[src/rtl/alu_pkg.sv]
// Shared encodings for the multicycle ALU stage: multiply/divide opcodes and
// the mult_div_unit control states.
package alu_pkg;

  typedef enum logic [1:0] {
    OP_MULU = 2'b00,
    OP_MUL  = 2'b01,
    OP_DIVU = 2'b10,
    OP_DIV  = 2'b11
  } op_e;

  typedef enum logic [1:0] {
    ST_IDLE = 2'b00,
    ST_CALC = 2'b01,
    ST_FIX  = 2'b10,
    ST_DONE = 2'b11
  } state_e;

endpackage

[src/rtl/mdu_negate.sv]
// Conditional two's-complement: o_val = i_neg ? -i_val : i_val.
// Used for operand magnitudes and for result sign fix-up.
module mdu_negate #(
  parameter int W = 32
) (
  input  logic         i_neg,
  input  logic [W-1:0] i_val,
  output logic [W-1:0] o_val
);

  assign o_val = i_neg ? (~i_val + {{(W-1){1'b0}}, 1'b1}) : i_val;

endmodule

[src/rtl/mult_div_unit.sv]
// Iterative radix-2 multiply / restoring divide on operand magnitudes,
// one bit per cycle, with a final sign fix-up cycle.
module mult_div_unit
  import alu_pkg::*;
#(
  parameter int W = 32
) (
  input  logic         clk,
  input  logic         rst_n,
  input  logic         start,
  input  logic [1:0]   op,
  input  logic [W-1:0] op_a,
  input  logic [W-1:0] op_b,
  output logic         busy,
  output logic         done,
  output logic         div_zero,
  output logic [W-1:0] hi,
  output logic [W-1:0] lo
);

  localparam int CNT_W = $clog2(W);

  state_e         r_state;
  logic [CNT_W-1:0] r_cnt;
  logic           r_is_div;
  logic           r_neg_q;
  logic           r_neg_r;
  logic           r_bz;
  logic [W-1:0]   r_a;
  logic [W-1:0]   r_b;
  logic [2*W-1:0] r_p;
  logic           r_busy;
  logic           r_done;
  logic           r_dz;
  logic [W-1:0]   r_hi;
  logic [W-1:0]   r_lo;

  logic [W-1:0]   w_abs_a;
  logic [W-1:0]   w_abs_b;
  logic [W:0]     w_add_a;
  logic [W:0]     w_add_b;
  logic [W+1:0]   w_sum;
  logic           w_ok;
  logic [2*W-1:0] w_p_nxt;
  logic [2*W-1:0] w_fix_p;
  logic [W-1:0]   w_rem_src;
  logic [W-1:0]   w_fix_r;
  logic [W-1:0]   w_fix_q;

  mdu_negate #(.W(W)) u_abs_a (.i_neg(op[0] & op_a[W-1]), .i_val(op_a), .o_val(w_abs_a));
  mdu_negate #(.W(W)) u_abs_b (.i_neg(op[0] & op_b[W-1]), .i_val(op_b), .o_val(w_abs_b));

  // Shared W+1-bit add/sub: MUL adds the multiplicand into the upper half,
  // DIV subtracts the divisor from the shifted remainder (carry-out = no borrow).
  assign w_add_a = r_is_div ? r_p[2*W-1:W-1] : {1'b0, r_p[2*W-1:W]};
  assign w_add_b = r_is_div ? ~{1'b0, r_b} : (r_p[0] ? {1'b0, r_a} : '0);
  assign w_sum   = {1'b0, w_add_a} + {1'b0, w_add_b} + {{(W+1){1'b0}}, r_is_div};
  assign w_ok    = w_sum[W+1];

  assign w_p_nxt = r_is_div
    ? {(w_ok ? w_sum[W-1:0] : r_p[2*W-2:W-1]), r_p[W-2:0], w_ok}
    : {w_sum[W:0], r_p[W-1:1]};

  // Divide-by-zero reports the original dividend: restoring |a| with its sign.
  assign w_rem_src = r_bz ? r_a : r_p[2*W-1:W];

  mdu_negate #(.W(2*W)) u_fix_p (.i_neg(r_neg_q), .i_val(r_p),        .o_val(w_fix_p));
  mdu_negate #(.W(W))   u_fix_q (.i_neg(r_neg_q), .i_val(r_p[W-1:0]), .o_val(w_fix_q));
  mdu_negate #(.W(W))   u_fix_r (.i_neg(r_neg_r), .i_val(w_rem_src),  .o_val(w_fix_r));

  always_ff @(posedge clk or negedge rst_n) begin
    if (!rst_n) begin
      r_state  <= ST_IDLE;
      r_cnt    <= '0;
      r_is_div <= 1'b0;
      r_neg_q  <= 1'b0;
      r_neg_r  <= 1'b0;
      r_bz     <= 1'b0;
      r_a      <= '0;
      r_b      <= '0;
      r_p      <= '0;
      r_busy   <= 1'b0;
      r_done   <= 1'b0;
      r_dz     <= 1'b0;
      r_hi     <= '0;
      r_lo     <= '0;
    end else begin
      case (r_state)
        ST_IDLE, ST_DONE: begin
          r_done <= 1'b0;
          if (start) begin
            r_state  <= ST_CALC;
            r_busy   <= 1'b1;
            r_cnt    <= '0;
            r_is_div <= op[1];
            r_neg_q  <= op[0] & (op_a[W-1] ^ op_b[W-1]);
            r_neg_r  <= op[0] & op_a[W-1];
            r_bz     <= (op_b == '0);
            r_a      <= w_abs_a;
            r_b      <= w_abs_b;
            // Upper half starts clear; lower half holds the bits consumed
            // (multiplier) or produced into (dividend -> quotient).
            r_p      <= {{W{1'b0}}, (op[1] ? w_abs_a : w_abs_b)};
          end else begin
            r_state <= ST_IDLE;
          end
        end
        ST_CALC: begin
          r_p   <= w_p_nxt;
          r_cnt <= r_cnt + {{(CNT_W-1){1'b0}}, 1'b1};
          if (r_cnt == CNT_W'(W-1)) r_state <= ST_FIX;
        end
        ST_FIX: begin
          r_state <= ST_DONE;
          r_busy  <= 1'b0;
          r_done  <= 1'b1;
          if (r_is_div) begin
            r_dz <= r_bz;
            r_lo <= r_bz ? '1 : w_fix_q;
            r_hi <= w_fix_r;
          end else begin
            r_dz <= 1'b0;
            {r_hi, r_lo} <= w_fix_p;
          end
        end
        default: r_state <= ST_IDLE;
      endcase
    end
  end

  assign busy     = r_busy;
  assign done     = r_done;
  assign div_zero = r_dz;
  assign hi       = r_hi;
  assign lo       = r_lo;

endmodule

[config.mk]
export PLATFORM = sky130hd
export DESIGN_NAME = mult_div_unit
export DESIGN_NICKNAME = d
export VERILOG_FILES = /design/src/rtl/alu_pkg.sv /design/src/rtl/mdu_negate.sv /design/src/rtl/mult_div_unit.sv
export SDC_FILE = /design/constraint.sdc
export NUM_CORES = 1
export LEC_CHECK = 0
export ABC_AREA = 1
export BUFFER_PORTS_ARGS = -buffer_cell sky130_fd_sc_hd__buf_2
export CAP_MARGIN = 20
export CORE_MARGIN = 8
export CORE_UTILIZATION = 35
export DETAILED_ROUTE_END_ITERATION = 10
export GPL_ROUTABILITY_DRIVEN = 0
export PLACE_DENSITY_LB_ADDON = 0.12
export SLEW_MARGIN = 10
export SYNTH_ARGS = -nofsm -noshare
export SYNTH_HDL_FRONTEND = slang
export SYNTH_SLANG_ARGS = --single-unit
export TNS_END_PERCENT = 10
[constraint.sdc]
create_clock -name clk -period 4.8 [get_ports clk]
set_input_delay 0.24 -clock clk [delete_from_list [all_inputs] [get_ports clk]]
set_output_delay 0.24 -clock clk [all_outputs]
set_load 0.03 [all_outputs]
==> out/qor.yml, run 1 <==
outcome:
  status: "finished, final reports clean"
global_route:
  grt_max_degree: 137
  antenna_found_initial: 1
  grt_pass1_wl_um: 124000
  track_usage_pct: 26.1
  grt_pass1_vias: 20064
  grt_overflow_total: 0
yosys:
  syn_inst: 3161
  yosysSeqAreaShare_pct: 27.6
  synth-seq-cells: 206
  yosys-top-cells-count: "nand2_1, nor2_1, inv_1"
  synth_enable_flop_cells: 0
  synth_top_area_share_pct: 27.6
  ys.flop_type: "dfrtp_1"
  yosys.cell_types.count: 50
  syn_area_sq_um: 18700
  synth_area_leader_cell: "dfrtp_1"
  synthArstFlopShare_pct: 100
  yosys-top-cells-area: "dfrtp_1, nand2_1, nor2_1, nand3_1, inv_1"
  synth_area_per_cell_sq_um: 5.91
  yosysMostFrequentCell: "nand2_1"
  yosysWarningCount: 0
  syn-num-nets: 3273
routing:
  viasPerCell: 5.44
  avgRoutedWirePerCell_um: 20.7
  drc: 0
  drtIter0Drc: 2119
  routed_wl_um: 82100
  drtPass1Iterations: 6
  ant_nets: 0
  dr_total_vias: 21557
critical_path:
  rr_worst_depth: 19
  critPathCaptureType: "flip-flop"
  critPathBufInv: 5
  reg2reg_slack_ns: 0.81
  crit_required_ns: 5.27
  crit_cells: 19
  worstReg2RegStart: "r_is_div"
  start_kind: "flip-flop"
  critical_path.most_common_cell: "nand2_1"
  slowest_delay_ns: 0.74
  path_class: "flip-flop to flip-flop"
  crit_arrival_ns: 4.46
  crit_fanout: 26
  path_delay_family: "simple AND/OR/NAND/NOR gates"
  r2r-end: "r_p[46]"
  path_cells: "nor2_1 -> inv_1 -> buf_4 -> o22ai_1 -> ha_1 -> nand2_1 -> inv_1 -> nand2_1 -> nand3_1 -> nand2_1 -> nand2_1 -> inv_1 -> nand2_2 -> nand2_4 -> nand3_4 -> inv_1 -> nand2_1 -> nand3_1 -> nand2_1"
  slowest_stage: "inv_1"
cts:
  clk_path_buf_depth: 3
  clk_latency_ns: 0.59
  cts_root_buffer: "clkbuf_16"
  cts_buffers: 28
  clk_pin_slew_worst_paths_ns: 0.06
  clock_sinks: 206
  cts_setup_buffers: 0
  h-tree-depth: 1
  cts_tree: "done"
cells_and_area:
  n_antenna_cell: 0
  drive_gt1_share_pct: 9.31
  nFillCells: 5739
  area_growth_pct: 13.5
  multiInputGateArea_sq_um: 11600
  fin_util_pct: 40.3
  nets: 3370
  seq_area_sq_um: 5160
timing:
  tightestPinTransition_ns: 1.00
  slew_violations: 0
  post-route-min-period_ns: 3.99
  hold_viol: 0
  setup_viol: 0
  skew_ns: 0.0280
  fin_crit_sh_pct: 83.2
  rsz0062_at_grt: "no"
  fmax_mhz: 250
  slew_headroom_pct: 32.9
  setup_tns_ns: 0
  whs_ns: 0.0366
job:
  drv_cap: 0
min_path:
  hold_start: "op_a[18]"
  whs_endpoint: "r_a[18]"
  min_path_type: "primary input to flip-flop"
  holdPathStages: 3
die:
  io_pins: 136
  fp.dieW_um: 247
  die_area_sq_um: 61000
  rows: 84
  initial_core_util_pct: 35.5
  die_h_um: 247
  coreArea_sq_um: 52700
power:
  ir_worst_vdd_uv: 327
  p_per_area_nw_per_um2: 785
  p_leak_uw: 0.0110
place:
  numPortBuffers: 135
  dp_hpwl_um: 64700
[worst min-delay path: stages]
cell and delay [ns]:
buf_2 0.13, nand3_1 0.11, a31oi_1 0.09
[power breakdown]
part	internal (uW)	total (uW)	switching, uW
clock network	1400	2300	902
logic	3160	10800	7660
registers	2560	3520	959
[kinds of logic after synthesis]
logic type	after synthesis	share of synthesized area (%)
buffers and inverters	476	10.3
DFF	206	27.6
xor gates and xnor gates	46	2.16
and+or+nand+nor	1901	42.4
muxes	1	0.0603
adders and majority gates	43	2.96
AOI/OAI and AO/OA	488	14.5
[state kept, by name (all words and copies together), names as in the netlist]
name,count
busy,1
div_zero,1
done,1
hi,32
lo,32
r_a,32
r_b,32
r_bz,1
r_cnt,5
r_is_div,1
r_neg_q,1
r_neg_r,1
r_p,64
r_state,2
[per-layer routing]
layer	vias up	share of wire (%)	wire [um]	global-route usage, %
met5	-	0.016	13	0
met4	2	3.5	2860	7.90
met2	987	44	36000	40.9
met3	137	8.4	6870	3.99
li1	10351	-	-	-
met1	10080	44	36400	36.6
[metrics by stage]
| stage | power, uW | std cells | setup slack (ns) | instance area, sq um |
|---|---|---|---|---|
| 2_1_floorplan | 10600 | 3161 | 1.83 | 18700 |
| 3_3_place_gp | 14000 | 3884 | 0.970 | 19900 |
| 3_5_place_dp | 14100 | 3884 | 0.902 | 19900 |
| 4_1_cts | 16500 | 3964 | 0.858 | 21200 |
| 5_1_grt | 17900 | 3965 | 0.493 | 21200 |
| 6_report | 16600 | 3965 | 0.805 | 21200 |
[worst max-delay path by stage]
stage | start | end
2_1_floorplan | r_is_div | r_p[56]
3_3_place_gp | r_is_div | r_p[56]
3_5_place_dp | r_is_div | r_p[46]
4_1_cts | r_is_div | r_p[46]
5_1_grt | r_is_div | r_p[60]
6_report | r_is_div | r_p[46]
[cell usage in the layout, fill, tap and decap left out, drive strengths merged, types with 5 or more instances in the layout]
master       Yosys  routed
a21oi          134     134
a31oi           49      49
buf             53     161
bufinv           0       5
clkbuf          72      34
clkinv           2      12
dfrtp          206     206
dlygate4sd3      0      31
ha              41      41
inv            349     348
nand2         1092    1092
nand3          282     282
nand3b          12      12
nand4           32      32
nor2           445     445
nor3            20      20
o211ai          15      15
o21ai          230     230
o21bai           6       6
o22ai           42      42
or2             12      12
xnor2           14      14
xor2            32      32
[what timing repair did]
item / in CTS / in global routing
hold buffers: 31 / 0
hold endpoints to repair: 127 / 0
resized for setup: 0 / 0
[cell type report]
class                           instances  area share [%]
Sequential cell                       206            24.3
Inverter                              351            6.22
Multi-Input combinational cell       2479            54.8
Clock buffer                           34            3.60
Tap cell                              688            4.06
Timing Repair Buffer                  192            5.89
Clock inverter                         15            1.13
Note: power is estimated with default switching activity, not from simulation.
==> run 2: changes to the inputs <==
clock period = 3.5 ns   (was 4.8 ns; I/O delays follow)
==> out/qor.yml, run 2 (same netlist as run 1, synthesis figures left out) <==
outcome:
  status: "finished, final reports clean"
critical_path:
  path_delay_family: "compound AO/OA/AOI/OAI gates"
  rr_worst_depth: 14  # -5
  r2r-end: "r_p[62]"
  crit_required_ns: 3.95  # -1.32 ns
  path_class: "flip-flop to flip-flop"
  critical_path.startpoint: "r_is_div"
  crit_arrival_ns: 3.87  # -0.59 ns
  critPathBufInv: 3  # -2
  crit_fanout: 90  # +250%
  slowest_stage: "o21ai_0"
  start_kind: "flip-flop"
  critPathCaptureType: "flip-flop"
  crit_cells: 14  # -5
  cp-endpoint: "r_p[62]"
  worstReg2RegStart: "r_is_div"
  slowest_delay_ns: 0.69  # -0.05 ns
  path_cells: "buf_12 -> o21ai_0 -> ha_1 -> nand2_2 -> inv_2 -> a21oi_2 -> inv_1 -> nand2_1 -> nand2_2 -> a21oi_4 -> nand2_8 -> nand3_1 -> nand2_1 -> o21ai_0"
  reg2reg_slack_ns: 0.09  # -0.72 ns
routing:
  drc: 0  # unchanged
  drtPass1Iterations: 6  # unchanged
  wl_met3_um: 7140  # +4.0%
  top_layer: "met4"
  ant_nets: 0  # unchanged
  routed_wl_um: 83100  # +1.2%
  drtIter0Drc: 2232  # +5.3%
  dr_total_vias: 21664  # +0.50%
  avgRoutedWirePerCell_um: 20.7  # -0.21%
  viasPerCell: 5.39  # -0.93%
  wl_met2_um: 36200  # +0.64%
  met1_length_um: 36500  # +0.23%
cts:
  cts_root_buffer: "clkbuf_16"
  cts_setup_buffers: 0  # unchanged
  clk_path_buf_depth: 3  # unchanged
  clk_latency_ns: 0.56  # -0.03 ns
  clock_sinks: 206  # unchanged
  h-tree-depth: 1  # unchanged
  cts_buffers: 26  # -7.1%
  clk_pin_slew_worst_paths_ns: 0.06  # about the same
  cts_tree: "done"
timing:
  hold_viol: 0  # unchanged
  setup_tns_ns: 0  # unchanged
  skew_ns: 0.0132  # -0.0148 ns
  fin_crit_sh_pct: 97.6  # +14 points
  rsz0062_at_grt: "no"
  post-route-min-period_ns: 3.41  # -0.580 ns
  slew_headroom_pct: 37.1  # +4.1 points
  tightestPinTransition_ns: 0.943  # -0.0621 ns
  setup_viol: 0  # unchanged
  slew_violations: 0  # unchanged
  fmax_mhz: 293  # +17%
power:
  p_per_area_nw_per_um2: 1060  # +36%
  p_leak_uw: 0.0112  # +2.2%
  total_power_uw: 23000  # +38%
  ir_worst_vdd_uv: 454  # +39%
global_route:
  grt_overflow_total: 0  # unchanged
  track_usage_pct: 26.3  # +0.16 points
  grt_pass1_vias: 20394  # +1.6%
  grt_pass1_wl_um: 124000  # about the same
  grt_max_degree: 91  # -34%
  antenna_found_initial: 0  # -1
cells_and_area:
  final_cell_mix: "nand2_1, nor2_1, inv_1"
  fin_util_pct: 41.0  # +0.73 points
  drive_gt1_share_pct: 10.6  # +1.3 points
  n_antenna_cell: 0  # unchanged
  area_growth_pct: 15.6
  largest_reg_flops: 64  # unchanged
  mostFrequentLayoutCell: "nand2_1"
  largest-register: "r_p"
  nets: 3432  # +1.8%
min_path:
  holdPathStages: 4  # +1
  min_path_type: "primary input to flip-flop"
job:
  drv_cap: 0  # unchanged
die:
  die_h_um: 247  # unchanged
  die_area_sq_um: 61000  # unchanged
  fp.dieW_um: 247  # unchanged
  coreArea_sq_um: 52700  # unchanged
  initial_core_util_pct: 35.5  # unchanged
  io_pins: 136  # unchanged
  rows: 84  # unchanged
place:
  dp_hpwl_um: 66900  # +3.3%
  numPortBuffers: 135  # unchanged
run 2: how the worst min path moves through the flow:
stage          startpoint  endpoint  slack, ns
2_1_floorplan       rst_n      busy      -0.12
3_3_place_gp        rst_n   r_p[51]       0.23
3_5_place_dp        rst_n   r_p[51]       0.22
4_1_cts           op_b[7]    r_b[7]       0.01
5_1_grt           op_a[6]    r_a[6]       0.04
6_report          op_b[7]    r_b[7]       0.02
run 2: cell type report:
class                   instances  area [sq um]
clock buffers                  35           734
clock inverters                 7           149
fillers                      5708         31100
inverters                     351          1320
multi-input cells            2479         11600
flip-flops and latches        206          5160
well taps                     688           861
repair buffers                256          1750
run 2: power by group:
group	switching (uW)	internal (uW)
clock network	1110	1750
registers	1130	3510
logic	10800	4700
run 2: worst register-to-register path: cells and delay by family (launching register included):
| family | cells | cell delay (ns) |
|---|---|---|
| adder cells (fa/ha/maj) | 1 | 0.43 |
| buffers and inverters | 3 | 0.33 |
| AND/OR/NAND/NOR | 6 | 0.70 |
| flip-flops | 1 | 0.50 |
| AO/OA/AOI/OAI | 4 | 1.36 |
run 2: routing by layer:
metal	track usage [%]	vias up
met2	41.1	942
li1	-	10469
met3	4.52	144
met5	0	-
met1	36.1	10109
met4	9.04	0
run 2: metrics by stage:
stage | hold slack (ns) | setup slack [ns] | area [sq um] | instances
detailed placement | 0.224 | 0.221 | 20300 | 3942
CTS | 0.00971 | 0.166 | 21600 | 4022
finish | 0.0234 | 0.0857 | 21600 | 4022
floorplan | -0.121 | 0.531 | 18700 | 3161
global route | 0.0404 | 0.000439 | 21600 | 4022
global placement | 0.227 | 0.253 | 20300 | 3942
run 2: timing repair:
action,4_1_cts,5_1_grt
setup endpoints to repair,0,0
hold endpoints to repair,110,0
gates resized for setup,0,0
hold buffers,38,0
==> run 3: changes to the inputs <==
ABC_AREA = default   (was 1)
==> out/qor.yml, run 3 <==
routing:
  avgRoutedWirePerCell_um: 20.9  # +0.99%
  drtPass1Iterations: 5  # -1
  dr_total_vias: 15303  # -29%
  routed_wl_um: 58000  # -30%
  viasPerCell: 5.51  # +2.2%
  ant_nets: 0  # unchanged
  drc: 0  # unchanged
  drtIter0Drc: 1358  # -39%
timing:
  setup_viol: 0  # unchanged
  skew_ns: 0.0303  # +0.0171 ns
  post-route-min-period_ns: 3.42  # +0.00161 ns
  tightestPinTransition_ns: 0.903  # -0.0400 ns
  slew_violations: 0  # unchanged
  whs_ns: 0.0253  # +0.00187 ns
  rsz0062_at_grt: "yes"
  hold_viol: 0  # unchanged
  setup_slack_ns: 0.0841  # -0.00161 ns
  fmax_mhz: 293  # about the same
  slew_headroom_pct: 39.7  # +2.6 points
  fin_crit_sh_pct: 97.6  # about the same
critical_path:
  critical_path.most_common_cell: "buf_12"
  path_class: "flip-flop to flip-flop"
  slowest_stage: "dfrtp_4"
  start_kind: "flip-flop"
  crit_fanout: 29  # -68%
  worstReg2RegStart: "r_is_div"
  critPathBufInv: 6  # +3
  critical_path.startpoint: "r_is_div"
  path_delay_family: "buffers and inverters"
  slowest_delay_ns: 0.47  # -0.22 ns
  path_cells: "buf_6 -> buf_8 -> buf_12 -> mux2_2 -> ha_1 -> nand2_1 -> nor3_1 -> o21ai_4 -> buf_4 -> a21oi_4 -> buf_12 -> clkbuf_16 -> nor2_1 -> o21ai_0"
  crit_arrival_ns: 3.88  # about the same
  crit_required_ns: 3.97  # +0.02 ns
  critPathCaptureType: "flip-flop"
cells_and_area:
  multiInputGateArea_sq_um: 10000  # -14%
  nFillCells: 4616  # -19%
  nets: 2274  # -34%
  largest-register: "r_p"
  area_growth_pct: 20.7
  largest_reg_flops: 64  # unchanged
  n_antenna_cell: 0  # unchanged
  fin_area_sq_um: 19100  # -12%
  drive_gt1_share_pct: 20.1  # +9.5 points
  mostFrequentLayoutCell: "nand2_1"
  fin_util_pct: 42.4  # +1.4 points
  final_cell_mix: "nand2_1, dfrtp_1, nor2_1"
  seq_area_sq_um: 5160  # about the same
yosys:
  syn_inst: 1998  # -37%
  yosysWarningCount: 0  # unchanged
  syn_area_sq_um: 15800  # -15%
  yosysMostFrequentCell: "nand2_1"
  syn-num-nets: 2110  # -36%
  synth_area_per_cell_sq_um: 7.91  # +34%
  ys.flop_type: "dfrtp_1"
  synth-seq-cells: 206  # unchanged
  synth_top_area_share_pct: 32.6  # +5.0 points
  synth_area_leader_cell: "dfrtp_1"
  synth_enable_flop_cells: 0  # unchanged
  yosysSeqAreaShare_pct: 32.6  # +5.0 points
  yosys.cell_types.count: 78  # +56%
  synthArstFlopShare_pct: 100  # unchanged
  yosys-top-cells-area: "dfrtp_1, nand2_1, o21ai_0, a21oi_1, xnor2_1"
  yosys-top-cells-count: "nand2_1, dfrtp_1, nor2_1"
global_route:
  grt_overflow_total: 0  # unchanged
  track_usage_pct: 21.2  # -5.0 points
  met3_usage_pct: 3.85  # -0.67 points
  grt_max_degree: 108  # +19%
  grt_pass1_wl_um: 88800  # -28%
  met2_usage_pct: 29.3  # -12 points
  busiest_layer: "met1"
  antenna_found_initial: 1  # +1
  grtUsageMet1_pct: 31.5  # -4.6 points
  grt_pass1_vias: 14582  # -28%
outcome:
  status: "finished, final reports clean"
place:
  place_area_sq_um: 17800  # -13%
  numPortBuffers: 135  # unchanged
  dp_hpwl_um: 45200  # -32%
  place_ws_ns: -0.176  # -0.397 ns
cts:
  clk_pin_slew_worst_paths_ns: 0.06  # about the same
  h-tree-depth: 1  # unchanged
  clk_path_buf_depth: 3  # unchanged
  cts_buffers: 26  # unchanged
  clock_sinks: 206  # unchanged
  clk_latency_ns: 0.56  # about the same
  cts_tree: "done"
  cts_root_buffer: "clkbuf_16"
power:
  p_per_area_nw_per_um2: 1160  # +8.6%
  total_power_uw: 22100  # -4.1%
  p_leak_uw: 0.00821  # -27%
  ir_worst_vdd_uv: 513  # +13%
min_path:
  min_path_type: "primary input to flip-flop"
  hold_start: "op_b[11]"
die:
  die_h_um: 229  # -7.5%
  coreArea_sq_um: 45000  # -15%
  rows: 78  # -7.1%
  die_area_sq_um: 52200  # -14%
  initial_core_util_pct: 35.1  # -0.34 points
  fp.dieW_um: 229  # -7.5%
  io_pins: 136  # unchanged
job:
  drv_cap: 0  # unchanged
==> run 3: repair_timing <==
action,CTS,global route
cloned,0,3
buffers inserted,0,10
pin swaps,6,17
endpoints found under the hold margin,116,0
endpoints found under the setup margin,33,36
hold buffers,13,0
resized for setup,18,41
==> run 3: path summary, 6_finish.rpt <==
kind                            slack [ns]  endpoint  depth (start not counted)
worst max register to register        0.08   r_p[54]                         14
min in group asynchronous             0.27   r_a[28]                          2
max in group asynchronous             2.40    lo[23]                          3
worst max-delay path                  0.08   r_p[54]                         14
worst min-delay path                  0.03   r_b[11]                          3
worst min register to register        0.48   r_b[29]                          2
==> run 3: logic make-up (layout without fill, tap and decap cells) <==
family / Yosys count / after routing / synth area share [%]
AND/OR/NAND/NOR: 694 / 694 / 20.0
AO/OA/AOI/OAI: 569 / 569 / 21.7
flip-flops: 206 / 206 / 32.6
buffers and inverters: 200 / 381 / 5.04
XOR/XNOR: 179 / 179 / 9.92
multiplexers: 107 / 107 / 7.19
adder cells (fa/ha/maj): 43 / 43 / 3.50
==> run 3: routing by layer <==
layer | routed length [um] | part of all wire (%)
met5 | 13 | 0.022
met2 | 23200 | 40
met4 | 2730 | 4.7
met1 | 28100 | 49
met3 | 3850 | 6.6
==> run 3: layout make-up <==
type | count | area share [%]
repair buffers | 300 | 11.0
multi-input cells | 1592 | 52.7
well taps | 600 | 3.93
clock buffers | 37 | 4.10
inverters | 36 | 0.708
clock inverters | 8 | 0.551
flip-flops and latches | 206 | 27.1
==> run 3: metrics by stage <==
step                      instances  TNS (ns)
after detailed placement       2708     -3.81
after CTS                      2766   -0.0809
after global placement         2708    -0.178
final                          2779         0
after floorplan                1998   -0.0633
after global routing           2779     -1.67
==> run 3: worst min-delay path, stage by stage <==
cell and delay [ns]:
buf_2 0.12, xor2_1 0.10, o21ai_0 0.13
==> run 3: report_power, final <==
part           switching, uW  leakage [uW]  internal [uW]  total, uW
sequential              1300       0.00252           3520       4820
clock                   1090      0.000443           1690       2780
combinational           8740       0.00525           5710      14500
total                  11100       0.00821          10900      22100
